==> config.mk <==
export PLATFORM = sky130hd
export DESIGN_NAME = control_sequencer
export DESIGN_NICKNAME = d
export VERILOG_FILES = /design/src/rtl/control_sequencer_pkg.sv /design/src/rtl/control_sequencer_decode.sv /design/src/rtl/control_sequencer.sv
export SDC_FILE = /design/constraint.sdc
export NUM_CORES = 1
export LEC_CHECK = 0
export ABC_AREA = 1
export ABC_CLOCK_PERIOD_IN_PS = 2100
export BUFFER_PORTS_ARGS = -buffer_cell sky130_fd_sc_hd__buf_2
export CAP_MARGIN = 20
export CORE_MARGIN = 5
export CORE_UTILIZATION = 40
export DETAILED_ROUTE_END_ITERATION = 6
export GPL_TIMING_DRIVEN = 0
export PLACE_DENSITY = 0.8
export RECOVER_POWER = 100
export SLEW_MARGIN = 20
export SYNTH_ARGS = -nofsm -noshare
export SYNTH_HDL_FRONTEND = slang
export SYNTH_SLANG_ARGS = --single-unit
export TNS_END_PERCENT = 100
==> constraint.sdc <==
create_clock -name clk -period 2.1 [get_ports clk]
set_clock_uncertainty 0.2 [all_clocks]
set_input_delay 0.21 -clock clk [delete_from_list [all_inputs] [get_ports clk]]
set_output_delay 0.21 -clock clk [all_outputs]
set_load 0.01 [all_outputs]
==> src/rtl/control_sequencer_pkg.sv <==
// Shared types and constants for the basic-computer control sequencer.
package control_sequencer_pkg;

    typedef enum logic [2:0] {
        ST_IDLE     = 3'd0,
        ST_FETCH    = 3'd1,
        ST_DECODE   = 3'd2,
        ST_INDIRECT = 3'd3,
        ST_EXEC     = 3'd4,
        ST_HALT     = 3'd5
    } state_e;

    localparam logic [2:0] OP_AND = 3'b000;
    localparam logic [2:0] OP_ADD = 3'b001;
    localparam logic [2:0] OP_LDA = 3'b010;
    localparam logic [2:0] OP_STA = 3'b011;
    localparam logic [2:0] OP_BUN = 3'b100;
    localparam logic [2:0] OP_BSA = 3'b101;
    localparam logic [2:0] OP_ISZ = 3'b110;
    localparam logic [2:0] OP_REG = 3'b111;

    localparam logic [1:0] ALU_AND  = 2'b00;
    localparam logic [1:0] ALU_ADD  = 2'b01;
    localparam logic [1:0] ALU_LOAD = 2'b10;
    localparam logic [1:0] ALU_NONE = 2'b11;

    typedef struct packed {
        logic       ld_ar;
        logic       ld_ir;
        logic       ld_dr;
        logic       ld_ac;
        logic       ld_pc;
        logic       inc_pc;
        logic       inc_ar;
        logic       inc_dr;
        logic       mem_rd;
        logic       mem_wr;
        logic       sc_clr;
        logic [1:0] alu_op;
    } ctrl_t;

    localparam ctrl_t CTRL_NONE = ctrl_t'({11'b0, ALU_NONE});

    function automatic logic is_one_hot(input logic [15:0] v);
        return (v != 16'h0000) && ((v & (v - 16'd1)) == 16'h0000);
    endfunction

endpackage

==> src/rtl/control_sequencer_decode.sv <==
// Pure combinational map from sequencer state, latched opcode and timing pulse
// to control strobes and the next state.
module sequencer_decode
    import control_sequencer_pkg::*;
#(
    parameter int T_LAST = 15
) (
    input  state_e      state,
    input  logic        start,
    input  logic [2:0]  op,
    input  logic        ind,
    input  logic [3:0]  ir_hi,
    input  logic        ir_hlt,
    input  logic [15:0] t,
    input  logic        dr_zero,
    output ctrl_t       ctrl,
    output logic        halted,
    output logic        latch_ir,
    output logic        set_timeout,
    output state_e      next_state
);

    logic pulse;

    always_comb begin
        ctrl        = CTRL_NONE;
        halted      = 1'b0;
        latch_ir    = 1'b0;
        set_timeout = 1'b0;
        next_state  = state;
        pulse       = is_one_hot(t);

        case (state)
            ST_IDLE: begin
                if (start) begin
                    ctrl.sc_clr = 1'b1;
                    next_state  = ST_FETCH;
                end
            end
            ST_FETCH: begin
                if (pulse && t[0]) ctrl.ld_ar = 1'b1;
                if (pulse && t[1]) begin
                    ctrl.mem_rd = 1'b1;
                    ctrl.ld_ir  = 1'b1;
                    ctrl.inc_pc = 1'b1;
                    next_state  = ST_DECODE;
                end
            end
            ST_DECODE: begin
                // Branch on the live IR; the latched copy is only valid from the next cycle.
                if (pulse && t[2]) begin
                    ctrl.ld_ar = 1'b1;
                    latch_ir   = 1'b1;
                    next_state = (ir_hi[2:0] == OP_REG || !ir_hi[3]) ? ST_EXEC : ST_INDIRECT;
                end
            end
            ST_INDIRECT: begin
                if (pulse && t[3] && ind) begin
                    ctrl.mem_rd = 1'b1;
                    ctrl.ld_ar  = 1'b1;
                    next_state  = ST_EXEC;
                end
            end
            ST_EXEC: begin
                if (pulse) begin
                    case (op)
                        OP_AND, OP_ADD, OP_LDA: begin
                            if (t[4]) begin
                                ctrl.mem_rd = 1'b1;
                                ctrl.ld_dr  = 1'b1;
                            end
                            if (t[5]) begin
                                ctrl.ld_ac  = 1'b1;
                                ctrl.sc_clr = 1'b1;
                                ctrl.alu_op = (op == OP_AND) ? ALU_AND :
                                              (op == OP_ADD) ? ALU_ADD : ALU_LOAD;
                            end
                        end
                        OP_STA: if (t[4]) begin
                            ctrl.mem_wr = 1'b1;
                            ctrl.sc_clr = 1'b1;
                        end
                        OP_BUN: if (t[4]) begin
                            ctrl.ld_pc  = 1'b1;
                            ctrl.sc_clr = 1'b1;
                        end
                        OP_BSA: begin
                            if (t[4]) begin
                                ctrl.mem_wr = 1'b1;
                                ctrl.inc_ar = 1'b1;
                            end
                            if (t[5]) begin
                                ctrl.ld_pc  = 1'b1;
                                ctrl.sc_clr = 1'b1;
                            end
                        end
                        OP_ISZ: begin
                            if (t[4]) begin
                                ctrl.mem_rd = 1'b1;
                                ctrl.ld_dr  = 1'b1;
                            end
                            if (t[5]) ctrl.inc_dr = 1'b1;
                            if (t[6]) begin
                                ctrl.mem_wr = 1'b1;
                                ctrl.inc_pc = dr_zero;
                                ctrl.sc_clr = 1'b1;
                            end
                        end
                        default: begin
                            if (t[3]) begin
                                if (ir_hlt) next_state  = ST_HALT;
                                else        ctrl.sc_clr = 1'b1;
                            end
                        end
                    endcase
                    if (ctrl.sc_clr) next_state = ST_FETCH;
                end
            end
            ST_HALT: halted = 1'b1;
            default: next_state = ST_IDLE;
        endcase

        // Last pulse reached while an instruction is still in flight.
        if (pulse && t[T_LAST] && !ctrl.sc_clr && next_state != ST_HALT &&
            state inside {ST_FETCH, ST_DECODE, ST_INDIRECT, ST_EXEC}) begin
            next_state  = ST_HALT;
            set_timeout = 1'b1;
        end
    end

endmodule

==> src/rtl/control_sequencer.sv <==
// Instruction-cycle control sequencer: holds state, latched opcode/I and the
// sticky timeout flag; strobes come from sequencer_decode.
module control_sequencer
    import control_sequencer_pkg::*;
#(
    parameter int T_LAST = 15
) (
    input  logic        clk,
    input  logic        reset,
    input  logic [15:0] t,
    input  logic        start,
    input  logic [15:0] ir,
    input  logic        dr_zero,
    output logic        ld_ar,
    output logic        ld_ir,
    output logic        ld_dr,
    output logic        ld_ac,
    output logic        ld_pc,
    output logic        inc_pc,
    output logic        inc_ar,
    output logic        inc_dr,
    output logic        mem_rd,
    output logic        mem_wr,
    output logic        sc_clr,
    output logic        halted,
    output logic        timeout,
    output logic [1:0]  alu_op
);

    state_e     state_q, state_d, next_state;
    logic [2:0] op_q, op_d;
    logic       i_q, i_d;
    logic       timeout_q, timeout_d;
    ctrl_t      ctrl;
    logic       halted_w, latch_ir, set_timeout;
    logic       unused_ir;

    assign unused_ir = ^ir[11:1];

    sequencer_decode #(.T_LAST(T_LAST)) u_decode (
        .state       (state_q),
        .start       (start),
        .op          (op_q),
        .ind         (i_q),
        .ir_hi       (ir[15:12]),
        .ir_hlt      (ir[0]),
        .t           (t),
        .dr_zero     (dr_zero),
        .ctrl        (ctrl),
        .halted      (halted_w),
        .latch_ir    (latch_ir),
        .set_timeout (set_timeout),
        .next_state  (next_state)
    );

    always_comb begin
        state_d   = next_state;
        op_d      = latch_ir ? ir[14:12] : op_q;
        i_d       = latch_ir ? ir[15] : i_q;
        timeout_d = timeout_q | set_timeout;
        if (reset) begin
            state_d   = ST_IDLE;
            op_d      = 3'b000;
            i_d       = 1'b0;
            timeout_d = 1'b0;
        end
    end

    always_ff @(posedge clk) begin
        state_q   <= state_d;
        op_q      <= op_d;
        i_q       <= i_d;
        timeout_q <= timeout_d;
    end

    assign ld_ar   = ctrl.ld_ar;
    assign ld_ir   = ctrl.ld_ir;
    assign ld_dr   = ctrl.ld_dr;
    assign ld_ac   = ctrl.ld_ac;
    assign ld_pc   = ctrl.ld_pc;
    assign inc_pc  = ctrl.inc_pc;
    assign inc_ar  = ctrl.inc_ar;
    assign inc_dr  = ctrl.inc_dr;
    assign mem_rd  = ctrl.mem_rd;
    assign mem_wr  = ctrl.mem_wr;
    assign sc_clr  = ctrl.sc_clr;
    assign alu_op  = ctrl.alu_op;
    assign halted  = halted_w;
    assign timeout = timeout_q;

endmodule

# ---- Yosys cells after proc, flatten, opt, wreduce, memory -nomap -nowiden
# Index checks and enable logic that the tools add are counted.
dict set report op_classes {
  n_mux 51
  n_bitwise 2
  eq_ne 13
  reduce_logical 22
  add_sub_neg 1
}
# operator count
set ops {}
lappend ops {{$mux W3} 13}
lappend ops {{$mux W1} 22}
lappend ops {{$eq A3 B3 Y1 const B} 6}
lappend ops {{$pmux W3 S6} 1}
lappend ops {{$and A16 B16 Y16} 1}
lappend ops {{$logic_not A16 Y1} 1}
lappend ops {{$reduce_bool A16 Y1} 1}
lappend ops {{$sub A16 B1 Y16 const B} 1}
lappend ops {{$mux W2} 7}
lappend ops {{$eq A3 B2 Y1 const B} 4}
lappend ops {{$mux W11} 1}
lappend ops {{$logic_and A1 B1 Y1} 10}
lappend ops {{$pmux W1 S3} 3}
lappend ops {{$reduce_or A7 Y1} 1}
lappend ops {{$eq A3 B1 Y1 const B} 2}
lappend ops {{$logic_not A3 Y1} 2}
lappend ops {{$pmux W1 S2} 3}
lappend ops {{$pmux W1 S5} 1}
lappend ops {{$reduce_bool A4 Y1} 1}
lappend ops {{$reduce_or A4 Y1} 1}
lappend ops {{$ne A3 B3 Y1 const B} 1}
lappend ops {{$reduce_or A3 Y1} 1}
lappend ops {{$logic_not A1 Y1} 2}
lappend ops {{$reduce_or A2 Y1} 1}
lappend ops {{other kinds (2)} 2}
dict set report totals {
  out_inout_bits 15
  regBits 8
}

# ---- Logic depth before layout (Yosys ltp)
# Gate-level depths: netlist of the first run.
dict set report logic_depth {
  depth_word 15
  depth_mapped 15
  ltp_nobuf 15
}

# ---- Modules after synthesis
# Synthesis of the first run repeated with hierarchy kept, for this count alone.
dict set report hier_totals {
  cells_unflattened 218
  area_unflattened_um2 1101.1
}
# module n_inst area_each_um2 cells_per_inst seq_area_each_um2
set modules_own_cells {}
lappend modules_own_cells {sequencer_decode 1 808.3 180 0.0}
lappend modules_own_cells {control_sequencer 1 292.8 38 160.2}

# ---- Least setup slack after synthesis of the first run
# OpenSTA, ideal clock, no wires.
dict set report synth_path {
  path_kind {input-to-output}
  startpoint {input port t[1]}
  endpoint {output port alu_op[0]}
  setup_slack_ns 0.139
  cell_stages 12
  t_arrival_ns 1.551
  path_cell_list {nor2_4 -> nand2_2 -> nor2_2 -> nand2_1 -> nand2_1 -> nand2_1 -> nor2_2 -> nand3_1 -> nor2_2 -> inv_2 -> nor4_4 -> o21ai_1}
}
dict set report synth_between {
  elab_chain_len 6
  word_cells_on_any_way 7
}
# item line_no
set synth_rtl {}
lappend synth_rtl {{from (decl)} control_sequencer.sv:10} ;# input logic [15:0] t,
lappend synth_rtl {{$sub A16 B1 Y16} control_sequencer_pkg.sv:45} ;# return (v != 16'h0000) && ((v & (v - 16'd1)) == 16'h0000);
lappend synth_rtl {{$and A16 B16 Y16} control_sequencer_pkg.sv:45}
lappend synth_rtl {{$logic_not A16 Y1} control_sequencer_pkg.sv:45}
lappend synth_rtl {{$logic_and A1 B1 Y1 (*)} control_sequencer_pkg.sv:45}
lappend synth_rtl {{$mux W11 (*)} control_sequencer_decode.sv:65} ;# if (pulse) begin
lappend synth_rtl {{$mux W2 (*)} control_sequencer_decode.sv:33} ;# case (state)
lappend synth_rtl {{to (decl)} control_sequencer.sv:27} ;# output logic [1:0] alu_op
# Every way passes the cells marked *; elsewhere a longest branch is shown, timed or not.

# ---- Final worst setup path of the first run
dict set report layout_path {
  startpoint {input port t[4]}
  endpoint {output port inc_dr}
}
dict set report layout_between {
  elab_chain_len 6
  word_cells_on_any_way 7
}
# item line_no
set layout_rtl {}
lappend layout_rtl {{$sub A16 B1 Y16} control_sequencer_pkg.sv:45}
lappend layout_rtl {{$and A16 B16 Y16} control_sequencer_pkg.sv:45}
lappend layout_rtl {{$logic_not A16 Y1} control_sequencer_pkg.sv:45}
lappend layout_rtl {{$logic_and A1 B1 Y1 (*)} control_sequencer_pkg.sv:45}
lappend layout_rtl {{$mux W11 (*)} control_sequencer_decode.sv:65}
lappend layout_rtl {{$mux W2 (*)} control_sequencer_decode.sv:33}
lappend layout_rtl {{to (decl)} control_sequencer.sv:21} ;# output logic inc_dr,
# Marked as above.

==> run metrics, run 1 <==
WL/cell=about 11 um; Cell Pwr Density=around 270 mW/mm^2; HPWL Detailed=about 2400 um; crit path capture type=output port; Syn Area/Cell=approximately 5.2 sq um; vias in the first global route=1,253; fmax=~440 MHz; layout cells sized above 1=0.325; Gate Count Post-Synth=around 200; first-pass GRT wire length=4860 um; Hold Fails Final Rpt=0; Nets=290; Leak=0.746 nW; #FFs+latches synth=8; total congestion overflow=0; Netlist cell types=21; die width=roughly 61 um; initial antenna violation count=0; DRT Wirelength=between 3000 and 4000 um; Tot Pwr=about 0.00040 W; # DRC=0; Die Ht=61.3 um; RSZ-0062 raised after global routing=yes; diodes inserted=0; cell chain of the critical path=buf_2 -> inv_1 -> nand3_2 -> nand2_1 -> nand2_1 -> nor2_1 -> nand2_1 -> nor2_2 -> nand3_2 -> nor2_4 -> inv_4 -> nor4_2 -> buf_2; Tcrit/Tclk final=1.07; CTS root buf=clkbuf_4; H-tree Lvls=1; worst setup path end=inc_dr; RD Place Congestion=0.886; GRT Total Usage=0.166; synth top area cells=nand2_1 (21%), dfxtp_1 (15%), nor2_1 (13%); CTS Buffer Depth=2; Final setup viols=12; Hold WC Path Type=input port to flip-flop; area grow syn2layout=41.4%; # rows=18; TritonCTS Sinks=8; critical path type=input port to output port; CTS tree=done; CP startpoint kind=input port; Max-Cap Viols=0; Top FF cell, synth=dfxtp_1; Worst Max-Slew Pin Slew=roughly 0.31 ns; most frequent cell after synthesis=nand2_1; status=finished, violations left; Starting Density=0.421; setup slack after layout=-0.156 ns; Reg clk slew, reported paths=approximately 0.05 ns; syn_nets=240; largest net degree at the start of global routing=9; core box area=0.00250 sq mm; Period minus WS final=about 2.3 ns; I/O Buffers=39; CTS Buf Count=3; RR Startpoint=op_q[2]$_SDFFE_PP0P_; Post-synth EDFFs=0; die area=about 0.0038 sq mm; CP Max Fanout=7; VDD IR-drop max=approximately 0.38 mV; flop2flop setup slack=0.31 ns; synth cell count leaders=nand2_1 (58), nor2_1 (37), inv_1 (30); slew margin rel.=0.791; Reg-to-Reg End=state_q[0]$_SDFF_PP0_; critical path launch point=t[4]; R2R depth=12; mapped cell area=0.00105 sq mm; Seq/Total Area, Yosys=0.152; Worst path most repeated cell=nand2_1; area leader, netlist=nand2_1; Final Slew Violations=0; Final Non-Filler Cells=between 200 and 300; CP arrival=approximately 1.9 ns; initial DRC count=56; drt pass-1 iters=6; vias=roughly 1,400; final antenna-violating net count=0; CP peak stage delay=0.21 ns; I/O pin count=51; Clk Latency, worst-skew pair=between 0.2 and 0.3 ns; Synthesis Warnings=0; vias per std cell=between 4 and 5; setup TNS=-1.25 ns; ys async rst share=0; failing checks=setup timing; share of the synthesized area in the top cell type=0.207; critical path's slowest cell=nor4_2; Inst Count DP=roughly 270; critical path required time=1.69 ns
## cells in the final DEF (no fill, tap or decap)
master | Yosys | routed
dfxtp_1 | 8 | 6
inv_4 | 0 | 1
nand3_1 | 17 | 13
nor2_1 | 37 | 31
inv_1 | 30 | 30
nand2_1 | 58 | 55
buf_2 | 0 | 35
dfxtp_2 | 0 | 2
clkbuf_1 | 0 | 2
dlygate4sd3_1 | 0 | 1
nand3_4 | 1 | 1
nor2_4 | 2 | 8
inv_2 | 2 | 1
a21oi_1 | 10 | 10
nor4_4 | 1 | 2
a31oi_1 | 1 | 1
clkbuf_4 | 0 | 3
nand3b_1 | 1 | 1
nand4_1 | 4 | 4
nor3_1 | 4 | 4
o21ai_2 | 0 | 2
o31ai_1 | 2 | 2
clkinv_2 | 1 | 1
o21ai_1 | 5 | 4
nand3_2 | 0 | 4
o21ai_0 | 7 | 6
buf_4 | 0 | 5
nand2_2 | 3 | 4
nor2_2 | 8 | 8
buf_8 | 0 | 2
nor4_2 | 0 | 1
nand2_4 | 0 | 2
## final cells by class
class                      count  area [sq um]
tap                           30          37.5
sequential                     8           163
inverter                      33           128
timing repair buffer          45           260
clock buffer                   3          22.5
multi-input combinational    163           880
fill                         245          1010
## per-stage QoR
step	cell area (sq um)	setup slack (ns)	hold WS [ns]	util
after floorplan	1050	0.139	0.0791	-
after global placement	1290	-0.228	0.211	0.515
after detailed placement	1290	-0.235	0.221	0.515
after CTS	1410	-0.121	0.00462	0.564
after global routing	1490	-0.284	0.0306	0.596
final	1490	-0.156	0.0113	0.596
## kinds of logic (layout without fill, tap and decap cells)
kind of cell,after synthesis,in the layout,synth area share
AND/OR/NAND/NOR,138,138,0.605
flip-flops,8,8,0.152
buffers and inverters,33,81,0.119
AO/OA/AOI/OAI,25,25,0.125
## sequential cells by signal, summed over array words and instances, names as in the netlist
name     cells
i_q          1
state_q      3
op_q         3
timeout      1
## worst min path at each step
stage	from	to	slack (ns)	cells after the start
after floorplan	reset	timeout$_SDFF_PP0_	0.08	1
after global placement	reset	timeout$_SDFF_PP0_	0.21	2
after detailed placement	reset	timeout$_SDFF_PP0_	0.22	2
after CTS	ir[13]	op_q[1]$_SDFFE_PP0P_	0.005	3
after global routing	ir[13]	op_q[1]$_SDFFE_PP0P_	0.03	3
final	ir[13]	op_q[1]$_SDFFE_PP0P_	0.01	3
## critical path: cells and delay by family
family | cells | cell delay (ns)
AND/OR/NAND/NOR | 9 | 1.07
buffers and inverters | 4 | 0.57
## timing repair
item | in CTS | in global routing
setup buffers | 3 | 2
gates resized for setup | 18 | 18
hold buffers | 1 | 0
setup endpoints to repair | 12 | 13
hold endpoints to repair | 1 | 0
pin swaps | 7 | 8
## power breakdown
group	total [W]	internal (W)	switching, W	leakage (nW)
sequential	0.000155	0.000154	0.00000132	0.0657
combinational	0.000129	0.0000511	0.0000779	0.666
clock	0.000113	0.0000651	0.0000480	0.0138
## metal layers
| layer | part of all wire | vias up | GRT usage |
|---|---|---|---|
| li1 | - | 745 | - |
| met4 | 0.020 | 0 | 0.0619 |
| met5 | 0 | - | 0 |
| met3 | 0.053 | 8 | 0.0126 |
| met1 | 0.42 | 612 | 0.202 |
| met2 | 0.51 | 38 | 0.301 |
No activity file was read; power rests on OpenSTA's default activity.
==> run 2, diff against run 1 <==
==> constraint.sdc (replaced) <==
create_clock -name clk -period 2.1 [get_ports clk]
set_clock_uncertainty 0.2 [all_clocks]
set_input_delay 0 -clock clk [delete_from_list [all_inputs] [get_ports clk]]
set_output_delay 0 -clock clk [all_outputs]
set_load 0.01 [all_outputs]
==> run 2 against run 1 <==
The run now ends clean. Final area is 3.8% lower. First-iteration DRC count is 18% higher. Power is 2.1% lower. Worst setup slack better by 0.25 ns. Global-route usage is 0.26 points higher. Wire length is 1.5% lower. Fmax is 12% higher. Register-to-register slack worse by 0.22 ns. Via count is 1.2% lower. Sequential power hardly changed. Clock-buffer cell count stayed put. Critical endpoint is now timeout$_SDFF_PP0_.
==> run metrics, run 2 (synthesized netlist as in run 1, its figures left out) <==
status=finished, final reports clean; Final Slew Violations=0 (unchanged); CTS root buf=clkbuf_4; CTS Buf Count=3 (unchanged); grt met1 use=0.209 (+0.00628); VDD IR-drop max=0.388 mV (+2.6%); Reg power frac=0.398 (+0.008); I/O Buffers=39 (unchanged); GRT Total Usage=0.168 (+0.00258); diodes inserted=0 (unchanged); first-pass GRT wire length=4920 um (+1.3%); HPWL Detailed=2450 um (unchanged); Hold Fails Final Rpt=0 (unchanged); met3 Track Usage GR=0.0126 (unchanged); drt pass-1 iters=4 (-2); Clock power frac=0.291 (+0.006); critical path's slowest cell=dlygate4sd3_1; Clk Latency, worst-skew pair=0.25 ns (about the same); Period minus WS final=2.01 ns (-0.247 ns); H-tree Lvls=1 (unchanged); WHS Path Cells=6 (+3); DRT Wirelength=3030 um (-1.5%); DP Area=0.00129 sq mm (unchanged); flop2flop setup slack=0.09 ns (-0.22 ns); Worst Hold Endpoint=state_q[1]$_SDFF_PP0_; switching share of power=0.306 (-0.0141); area grow syn2layout=36.1%; cell chain of the critical path=nor2_1 -> inv_1 -> nor2_2 -> inv_1 -> a31oi_2 -> nand2_1 -> a21oi_1 -> dlygate4sd3_1; critical path required time=2.09 ns (+0.40 ns); WP buf/inv=3 (-1); final antenna-violating net count=0 (unchanged); slew margin rel.=0.792 (about the same); vias per std cell=4.83 (-2.9%); CP startpoint kind=flip-flop; Die Ht=61.3 um (unchanged); worst slack at placement=0.185 ns (+0.420 ns); RD Place Congestion=0.886 (unchanged); Worst Max-Slew Pin Slew=0.310 ns (-0.000965 ns); # fillers=262 (+6.9%); area of the multi-input gates=790 sq um (-10%); CP peak stage delay=0.55 ns (+0.34 ns); fmax=498 MHz (+12%); initial antenna violation count=0 (unchanged); CP arrival=2.00 ns (+0.15 ns); hold path start=t[2]; end-of-flow core utilization=0.574 (-0.0225); Leak=0.733 nW (-1.7%); CTS Buffer Depth=2 (unchanged); layout cells sized above 1=0.253 (-0.0725); vias in the first global route=1,233 (-1.6%); setup slack after layout=0.0917 ns (+0.247 ns); I/O pin count=51 (unchanged); CTS tree=done; internal power=0.000270 W (-0.10%); GR peak layer=met2; Reg area=161 sq um (-0.77%); total congestion overflow=0 (unchanged); Final Cell Area=0.00143 sq mm (-3.8%); Tcrit/Tclk final=0.956 (-0.118); core box area=0.00250 sq mm (unchanged); RR Startpoint=state_q[1]$_SDFF_PP0_; Starting Density=0.421 (unchanged); critical path type=flip-flop to flip-flop; TritonCTS Sinks=8 (unchanged); met2 GRT Util=0.314 (+0.0136); Comb pwr share=0.311 (-0.014); Cell Pwr Density=271 mW/mm^2 (+1.7%); Reg-to-Reg End=timeout$_SDFF_PP0_; Nets=295 (+1.7%); Hold WC Path Type=input port to flip-flop; Regs by FF count=op_q (3), state_q (3); P_sw=0.000119 W (-6.5%); vias=1,386 (-1.2%); die area=0.00376 sq mm (unchanged); Worst path most repeated cell=inv_1; # rows=18 (unchanged); # DRC=0 (unchanged); commonest non-fill, non-tap cell in the layout=nand2_1; Tot Pwr=0.000389 W (-2.1%); CP Max Fanout=5 (-2); Final setup viols=0 (-12); initial DRC count=66 (+18%); WL/cell=10.6 um (-3.2%); most frequent cells in the layout=nand2_1 (58), buf_2 (37), nor2_1 (35), inv_1 (30), nand3_1 (17); die width=61.3 um (unchanged); Max-Cap Viols=0 (unchanged); largest net degree at the start of global routing=9 (unchanged); R2R depth=8 (-4); Reg clk slew, reported paths=0.05 ns (about the same); crit path capture type=flip-flop; CP delay by family, top=buffers and inverters
-- run 2: cell types whose count changed in the layout (fill, tap and decap cells not counted), moves of 3 or more --
cell and change:
buf_4 -3, dlygate4sd3_1 +8, nand2_1 +3, nand3_1 +4, nand3_2 -4, nor2_1 +4, nor2_4 -5
-- run 2: area by class of cell --
| type | count | area share |
|---|---|---|
| inverter | 33 | 0.0873 |
| multi-input combinational | 163 | 0.551 |
| clock buffer | 3 | 0.0157 |
| tap | 30 | 0.0262 |
| sequential | 8 | 0.113 |
| timing repair buffer | 50 | 0.208 |
-- run 2: routing by layer --
| metal | vias up | wire length [um] |
|---|---|---|
| met2 | 29 | 1540 |
| li1 | 755 | - |
| met3 | 6 | 142 |
| met4 | 0 | 49 |
| met1 | 596 | 1300 |
| met5 | - | 0 |
-- run 2: worst max path at each step --
stage | start | end | slack [ns] | depth (start not counted)
floorplan | op_q[2]$_SDFFE_PP0P_ | state_q[2]$_SDFF_PP0_ | 0.49 | 11
detailed placement | t[1] | alu_op[0] | 0.18 | 14
global route | state_q[1]$_SDFF_PP0_ | timeout$_SDFF_PP0_ | -0.02 | 8
finish | state_q[1]$_SDFF_PP0_ | timeout$_SDFF_PP0_ | 0.09 | 8
global placement | t[1] | alu_op[0] | 0.19 | 14
CTS | state_q[1]$_SDFF_PP0_ | timeout$_SDFF_PP0_ | 0.05 | 8
-- run 2: repair_timing --
action,CTS,global route
hold endpoints to repair,8,0
setup endpoints to repair,0,3
hold buffers,9,0
gates resized for setup,0,6
buffers inserted,0,2
-- run 2: stage by stage --
stage          cells  hold WS (ns)  TNS [ns]
6_report         287        0.0239         0
5_1_grt          287        0.0501   -0.0371
4_1_cts          285        0.0210         0
3_5_place_dp     273        0.0115         0
3_3_place_gp     273       0.00120         0
2_1_floorplan    204        -0.131         0
-- run 2: worst min-delay path: cells and delay by family --
family	cells	cell delay, ns
and+or+nand+nor	4	0.26
buffers and inverters	1	0.13
AOI/OAI and AO/OA	1	0.05
-- run 2: power groups by stage --
| stage | Clock, W | Sequential (W) | Combinational, W |
|---|---|---|---|
| 2_1_floorplan | 0 | 0.000158 | 0.0000588 |
| 3_3_place_gp | 0 | 0.000158 | 0.000105 |
| 3_5_place_dp | 0 | 0.000158 | 0.000106 |
| 4_1_cts | 0.000116 | 0.000155 | 0.000118 |
| 5_1_grt | 0.000126 | 0.000155 | 0.000138 |
| 6_report | 0.000113 | 0.000155 | 0.000121 |
